$ cat config.mk
export PLATFORM = sky130hd
export DESIGN_NAME = out_port_uart
export DESIGN_NICKNAME = d
export VERILOG_FILES = /design/src/rtl/out_port_uart.sv
export SDC_FILE = /design/constraint.sdc
export NUM_CORES = 1
export LEC_CHECK = 0
export ABC_AREA = 0
export CAP_MARGIN = 20
export CORE_UTILIZATION = 54
export DETAILED_ROUTE_END_ITERATION = 7
export PLACE_DENSITY_LB_ADDON = 0.25
export SYNTH_ARGS = -nofsm -noshare
export SYNTH_HDL_FRONTEND = slang
export SYNTH_SLANG_ARGS = --single-unit
$ cat constraint.sdc
create_clock -name clk -period 3.1 [get_ports clk]
set_clock_uncertainty 0.15 [all_clocks]
set_input_delay 0.62 -clock clk [delete_from_list [all_inputs] [get_ports clk]]
set_output_delay 0.62 -clock clk [all_outputs]
set_load 0.01 [all_outputs]
$ cat src/rtl/out_port_uart.sv
// out_port_uart
// Output-port peripheral on the CPU's 4-bit data bus. Nibbles written with
// `ld` are paired low-then-high into bytes. Each byte is queued in a small
// FIFO and sent as an 8N1 serial frame on `txd`. A status nibble is returned
// on `y` while `rd` is asserted.
//
// Parameters
//   CLK_DIV     clk cycles per serial bit (2..65535)
//   FIFO_DEPTH  byte FIFO depth (power of 2, >= 2)
//
// Ports
//   clk   in   system clock, all state on posedge
//   rst   in   synchronous reset, active-high
//   ld    in   nibble write strobe, captures x at the edge
//   x     in   [3:0] data nibble
//   rd    in   status read strobe, also clears the sticky overflow flag
//   y     out  [3:0] status {hi_pending, overflow, full, empty}, 0 when rd=0
//   txd   out  registered serial output, idle high
//   busy  out  FIFO non-empty or frame in progress
module out_port_uart #(
    parameter int CLK_DIV    = 16,
    parameter int FIFO_DEPTH = 4
) (
    input  logic       clk,
    input  logic       rst,
    input  logic       ld,
    input  logic [3:0] x,
    input  logic       rd,
    output logic [3:0] y,
    output logic       txd,
    output logic       busy
);

    localparam int PTR_W = $clog2(FIFO_DEPTH);
    localparam int CNT_W = $clog2(FIFO_DEPTH + 1);
    localparam int DIV_W = $clog2(CLK_DIV);

    localparam logic [DIV_W-1:0] DIV_LAST = DIV_W'(CLK_DIV - 1);
    localparam logic [CNT_W-1:0] CNT_FULL = CNT_W'(FIFO_DEPTH);

    typedef enum logic [1:0] {
        IDLE,
        START,
        DATA,
        STOP
    } state_t;

    // control state
    state_t           state;
    logic [DIV_W-1:0] div_cnt;
    logic [2:0]       bit_idx;
    logic             hi_pend;
    logic             ovf;
    logic [PTR_W-1:0] wr_ptr;
    logic [PTR_W-1:0] rd_ptr;
    logic [CNT_W-1:0] count;

    // datapath state (not reset)
    logic [3:0]       lo_nib;
    logic [7:0]       mem [FIFO_DEPTH];
    logic [7:0]       shift;

    logic full;
    logic empty;
    logic push_req;
    logic push_ok;
    logic pop;
    logic bit_done;

    always_comb begin
        full     = (count == CNT_FULL);
        empty    = (count == '0);
        push_req = ld & hi_pend;
        // A full FIFO rejects the byte even if a pop frees a slot this edge.
        push_ok  = push_req & ~full;
        pop      = (state == IDLE) & ~empty;
        bit_done = (div_cnt == '0);
    end

    assign busy = (state != IDLE) | ~empty;
    assign y    = rd ? {hi_pend, ovf, full, empty} : 4'b0000;

    // Nibble phase, FIFO pointers/count and sticky overflow.
    always_ff @(posedge clk) begin
        if (rst) begin
            hi_pend <= 1'b0;
            ovf     <= 1'b0;
            wr_ptr  <= '0;
            rd_ptr  <= '0;
            count   <= '0;
        end else begin
            if (ld)
                hi_pend <= ~hi_pend;
            if (push_ok)
                wr_ptr <= wr_ptr + PTR_W'(1);
            if (pop)
                rd_ptr <= rd_ptr + PTR_W'(1);
            case ({push_ok, pop})
                2'b10:   count <= count + CNT_W'(1);
                2'b01:   count <= count - CNT_W'(1);
                default: count <= count;
            endcase
            // A fresh overflow beats a clearing read on the same edge.
            if (push_req & full)
                ovf <= 1'b1;
            else if (rd)
                ovf <= 1'b0;
        end
    end

    // Low-nibble holding register and FIFO storage.
    always_ff @(posedge clk) begin
        if (ld & ~hi_pend)
            lo_nib <= x;
        if (push_ok)
            mem[wr_ptr] <= {x, lo_nib};
    end

    // Shift register: loaded on pop, shifted right at the end of each data bit.
    always_ff @(posedge clk) begin
        if (pop)
            shift <= mem[rd_ptr];
        else if (state == DATA && bit_done)
            shift <= {1'b0, shift[7:1]};
    end

    // TX framing FSM. txd is registered and updated together with the state,
    // so it changes on the same edge the FSM enters each bit period.
    always_ff @(posedge clk) begin
        if (rst) begin
            state   <= IDLE;
            div_cnt <= '0;
            bit_idx <= '0;
            txd     <= 1'b1;
        end else begin
            case (state)
                IDLE: begin
                    txd <= 1'b1;
                    if (!empty) begin
                        state   <= START;
                        div_cnt <= DIV_LAST;
                        txd     <= 1'b0;
                    end
                end
                START: begin
                    if (bit_done) begin
                        state   <= DATA;
                        div_cnt <= DIV_LAST;
                        bit_idx <= '0;
                        txd     <= shift[0];
                    end else begin
                        div_cnt <= div_cnt - DIV_W'(1);
                    end
                end
                DATA: begin
                    if (bit_done) begin
                        div_cnt <= DIV_LAST;
                        if (bit_idx == 3'd7) begin
                            state <= STOP;
                            txd   <= 1'b1;
                        end else begin
                            bit_idx <= bit_idx + 3'd1;
                            // shift[1] becomes shift[0] on this same edge
                            txd     <= shift[1];
                        end
                    end else begin
                        div_cnt <= div_cnt - DIV_W'(1);
                    end
                end
                STOP: begin
                    txd <= 1'b1;
                    if (bit_done)
                        state <= IDLE;
                    else
                        div_cnt <= div_cnt - DIV_W'(1);
                end
                default: begin
                    state <= IDLE;
                    txd   <= 1'b1;
                end
            endcase
        end
    end

endmodule
==> out/metrics.cfg <==
[die]
die_h_um=74.8
fp.dieW_um=74.8
std_cell_rows=26
start_util=0.560
core_area_um2=5110
ios=14
dieArea_um2=5590

[pwr]
vdd_ir_drop_max_uv=454
p_per_area_nw_per_um2=874
p_seq_frac=0.429
leakagePower_nw=1.13
sw_frac_of_total=0.312
pwr-share-clk=0.272
p_int_w=0.00196
p_sw_w=0.000891
p_comb_frac=0.298

[synth]
synth_compound_area_frac=0.0775
syn_area_per_cell_um2=13.8
yosysWarnings=0
synthSimpleGateAreaFrac=0.105
synthMuxAreaShare=0.0980
synth_area_um2=2860
synth_nets=229
synth-seq-cells=65
seq_area_frac_synth=0.609
synthXorXnorAreaFrac=0.0184
synth_top_family_by_area=simple AND/OR/NAND/NOR gates
synthAdderAreaFrac=0.0639
synth_cell_types=45
syn_inst=207

[sta]
whs_ns=0.333
setup_tns_ns=0
worstMarginPinSlew_ns=0.796
rsz0062_at_grt=no
hold_viol_final=0
fin_crit_ns=2.79
finalCritPeriodShare=0.901
maxSlewViolCount=0
slew_headroom=0.468
fmax_mhz=358
setup_violations=0

[cts]
clkSlewWorstSetupHoldPaths_ns=0.07
cts.sinks=65
cts_root_buf=clkbuf_8
cts.path.max_buffers=2
ctsResizeCount=0
postCtsHoldBufs=0
cts_setup_buffers=0
cts_buffers=9
cts_max_level=3
cts_tree=yes
clk_latency_ns=0.34

[detailed_routing]
antenna_left=0
via_per_inst=5.60
vias=1673
drt_wl_total_um=4920
drt-initial-drc-count=93
drc=0
drtPass1Iterations=4
routedWlPerCell_um=16.4

[job]
max_cap_violations=0

[global_route]
grt_pass1_wl_um=7730
top_usage_layer=met2
grt_pass1_vias=1653
grt_overflow=0
antenna_found_initial=0
grt_start_max_net_pins=21
grt.met2_usage=0.311
grt_use_met3=0.0763
global_route.usage.met1=0.253
grtUsageTotal=0.202

[placed_design]
place_hpwl_um=3330
globalplace.congestion=0.792
port_buffers=13

[cells_and_area]
drive_above_1_share=0.140
antenna_cells=0
area_growth_syn_to_layout_pct=14.2
nets=246

[critical_path]
crit_path_max_fanout=6
start_kind=flip-flop
r2r_start=count[0]
worstSetupPathType=reg -> out
worstPathArrival_ns=2.02
crit_required_ns=2.33
critical_path.startpoint=state[0]
endpoint_kind=primary output

[min_path]
hold_class=reg -> reg
hp-start=ovf

[run_status]
status=finished, final reports clean

==> per-layer routing <==
metal	vias up	wire, um
met3	12	243
met1	821	2150
li1	795	-
met5	-	0
met4	0	88
met2	45	2430
==> cells in the mapped netlist (all sizes together) <==
| master | instances | area [um2] |
|---|---|---|
| a211oi | 2 | 15.0 |
| o32ai | 3 | 45.1 |
| fa | 1 | 20.0 |
| xor2 | 3 | 26.3 |
| nand4 | 1 | 6.26 |
| nor2 | 22 | 82.6 |
| or3 | 2 | 12.5 |
| o31a | 1 | 8.76 |
| inv | 12 | 45.0 |
| nand2b | 2 | 12.5 |
| nor4b | 2 | 32.5 |
| mux4 | 8 | 180 |
| mux2 | 8 | 90.1 |
| a311oi | 1 | 8.76 |
| dfxtp | 21 | 420 |
| a21oi | 11 | 62.6 |
| buf | 4 | 20.0 |
| ha | 13 | 163 |
| o22ai | 1 | 6.26 |
| or3b | 1 | 11.3 |
| o21ai | 4 | 20.0 |
| nor3 | 1 | 5.00 |
| edfxtp | 44 | 1320 |
| xnor2 | 3 | 26.3 |
| clkbuf | 4 | 16.3 |
| a31oi | 2 | 12.5 |
| nand3 | 5 | 25.0 |
| and3 | 1 | 6.26 |
| nor3b | 2 | 20.0 |
| nand2 | 6 | 22.5 |
| a21o | 1 | 7.51 |
| mux2i | 1 | 10.0 |
| nor2b | 2 | 12.5 |
| a22oi | 1 | 7.51 |
| o21bai | 1 | 7.51 |
| and2 | 8 | 50.1 |
| a311o | 1 | 10.0 |
| a221o | 1 | 10.0 |
==> worst paths after layout <==
kind,endpoint,slack [ns],depth (start not counted)
worst max register to register,count[2],0.74,9
worst max-delay path,busy,0.31,5
worst min register to register,ovf,0.33,2
worst min-delay path,ovf,0.33,2
==> layout by cell type (no fill, tap or decap), types with 3 or more instances in the layout <==
master,synthesis,final
a21oi_1,9,9
clkbuf_8,0,9
and2_1,8,8
xnor2_1,3,3
edfxtp_1,44,44
xor2_1,3,3
mux4_2,8,8
nor2_1,22,22
clkdlybuf4s50_1,0,13
ha_1,13,13
o21ai_0,4,4
inv_1,11,11
dfxtp_1,21,21
nand2_1,6,6
nand3_1,5,5
mux2_1,7,7
==> power by group through the flow <==
stage	Clock, W	Sequential, W	Combinational [W]
global placement	0	0.00123	0.000790
CTS	0.000786	0.00123	0.000849
detailed placement	0	0.00125	0.000838
floorplan	0	0.00118	0.000680
finish	0.000777	0.00123	0.000851
global route	0.000820	0.00125	0.000946
==> critical path, cell delays in order (launching register included) <==
cell and delay [ns]:
dfxtp_1 0.35, inv_1 0.12, ha_1 0.21, nor4b_4 0.39, inv_2 0.12, clkdlybuf4s50_1 0.50
==> cells by family after synthesis <==
family | Yosys count
mux | 17
fa+ha+maj | 14
simple gates | 55
xor+xnor | 6
buf+inv | 20
compound gates | 30
flops | 65
==> through the flow <==
step	std cells	setup slack (ns)	power, W	area (um2)	util
floorplan	207	0.758	0.00186	2860	-
global placement	283	0.359	0.00202	3050	0.597
detailed placement	283	0.227	0.00208	3050	0.597
CTS	299	0.315	0.00286	3270	0.639
global route	299	0.135	0.00301	3270	0.639
finish	299	0.305	0.00285	3270	0.639
==> sequential cells by signal, indices dropped and copies added (netlist names), named ones only <==
signal / cells
bit_idx: 3
count: 3
div_cnt: 4
hi_pend: 1
lo_nib: 4
mem: 32
ovf: 1
rd_ptr: 2
shift: 8
state: 2
txd: 1
wr_ptr: 2
==> cell type report <==
class / instances / area [um2]
fillers: 372 / 1840
flip-flops and latches: 65 / 1740
multi-input cells: 122 / 1040
repair buffers: 14 / 138
clock buffers: 9 / 124
clock inverters: 7 / 93.8
well taps: 70 / 87.6
inverters: 12 / 45.0
No activity file was read; power rests on OpenSTA's default activity.
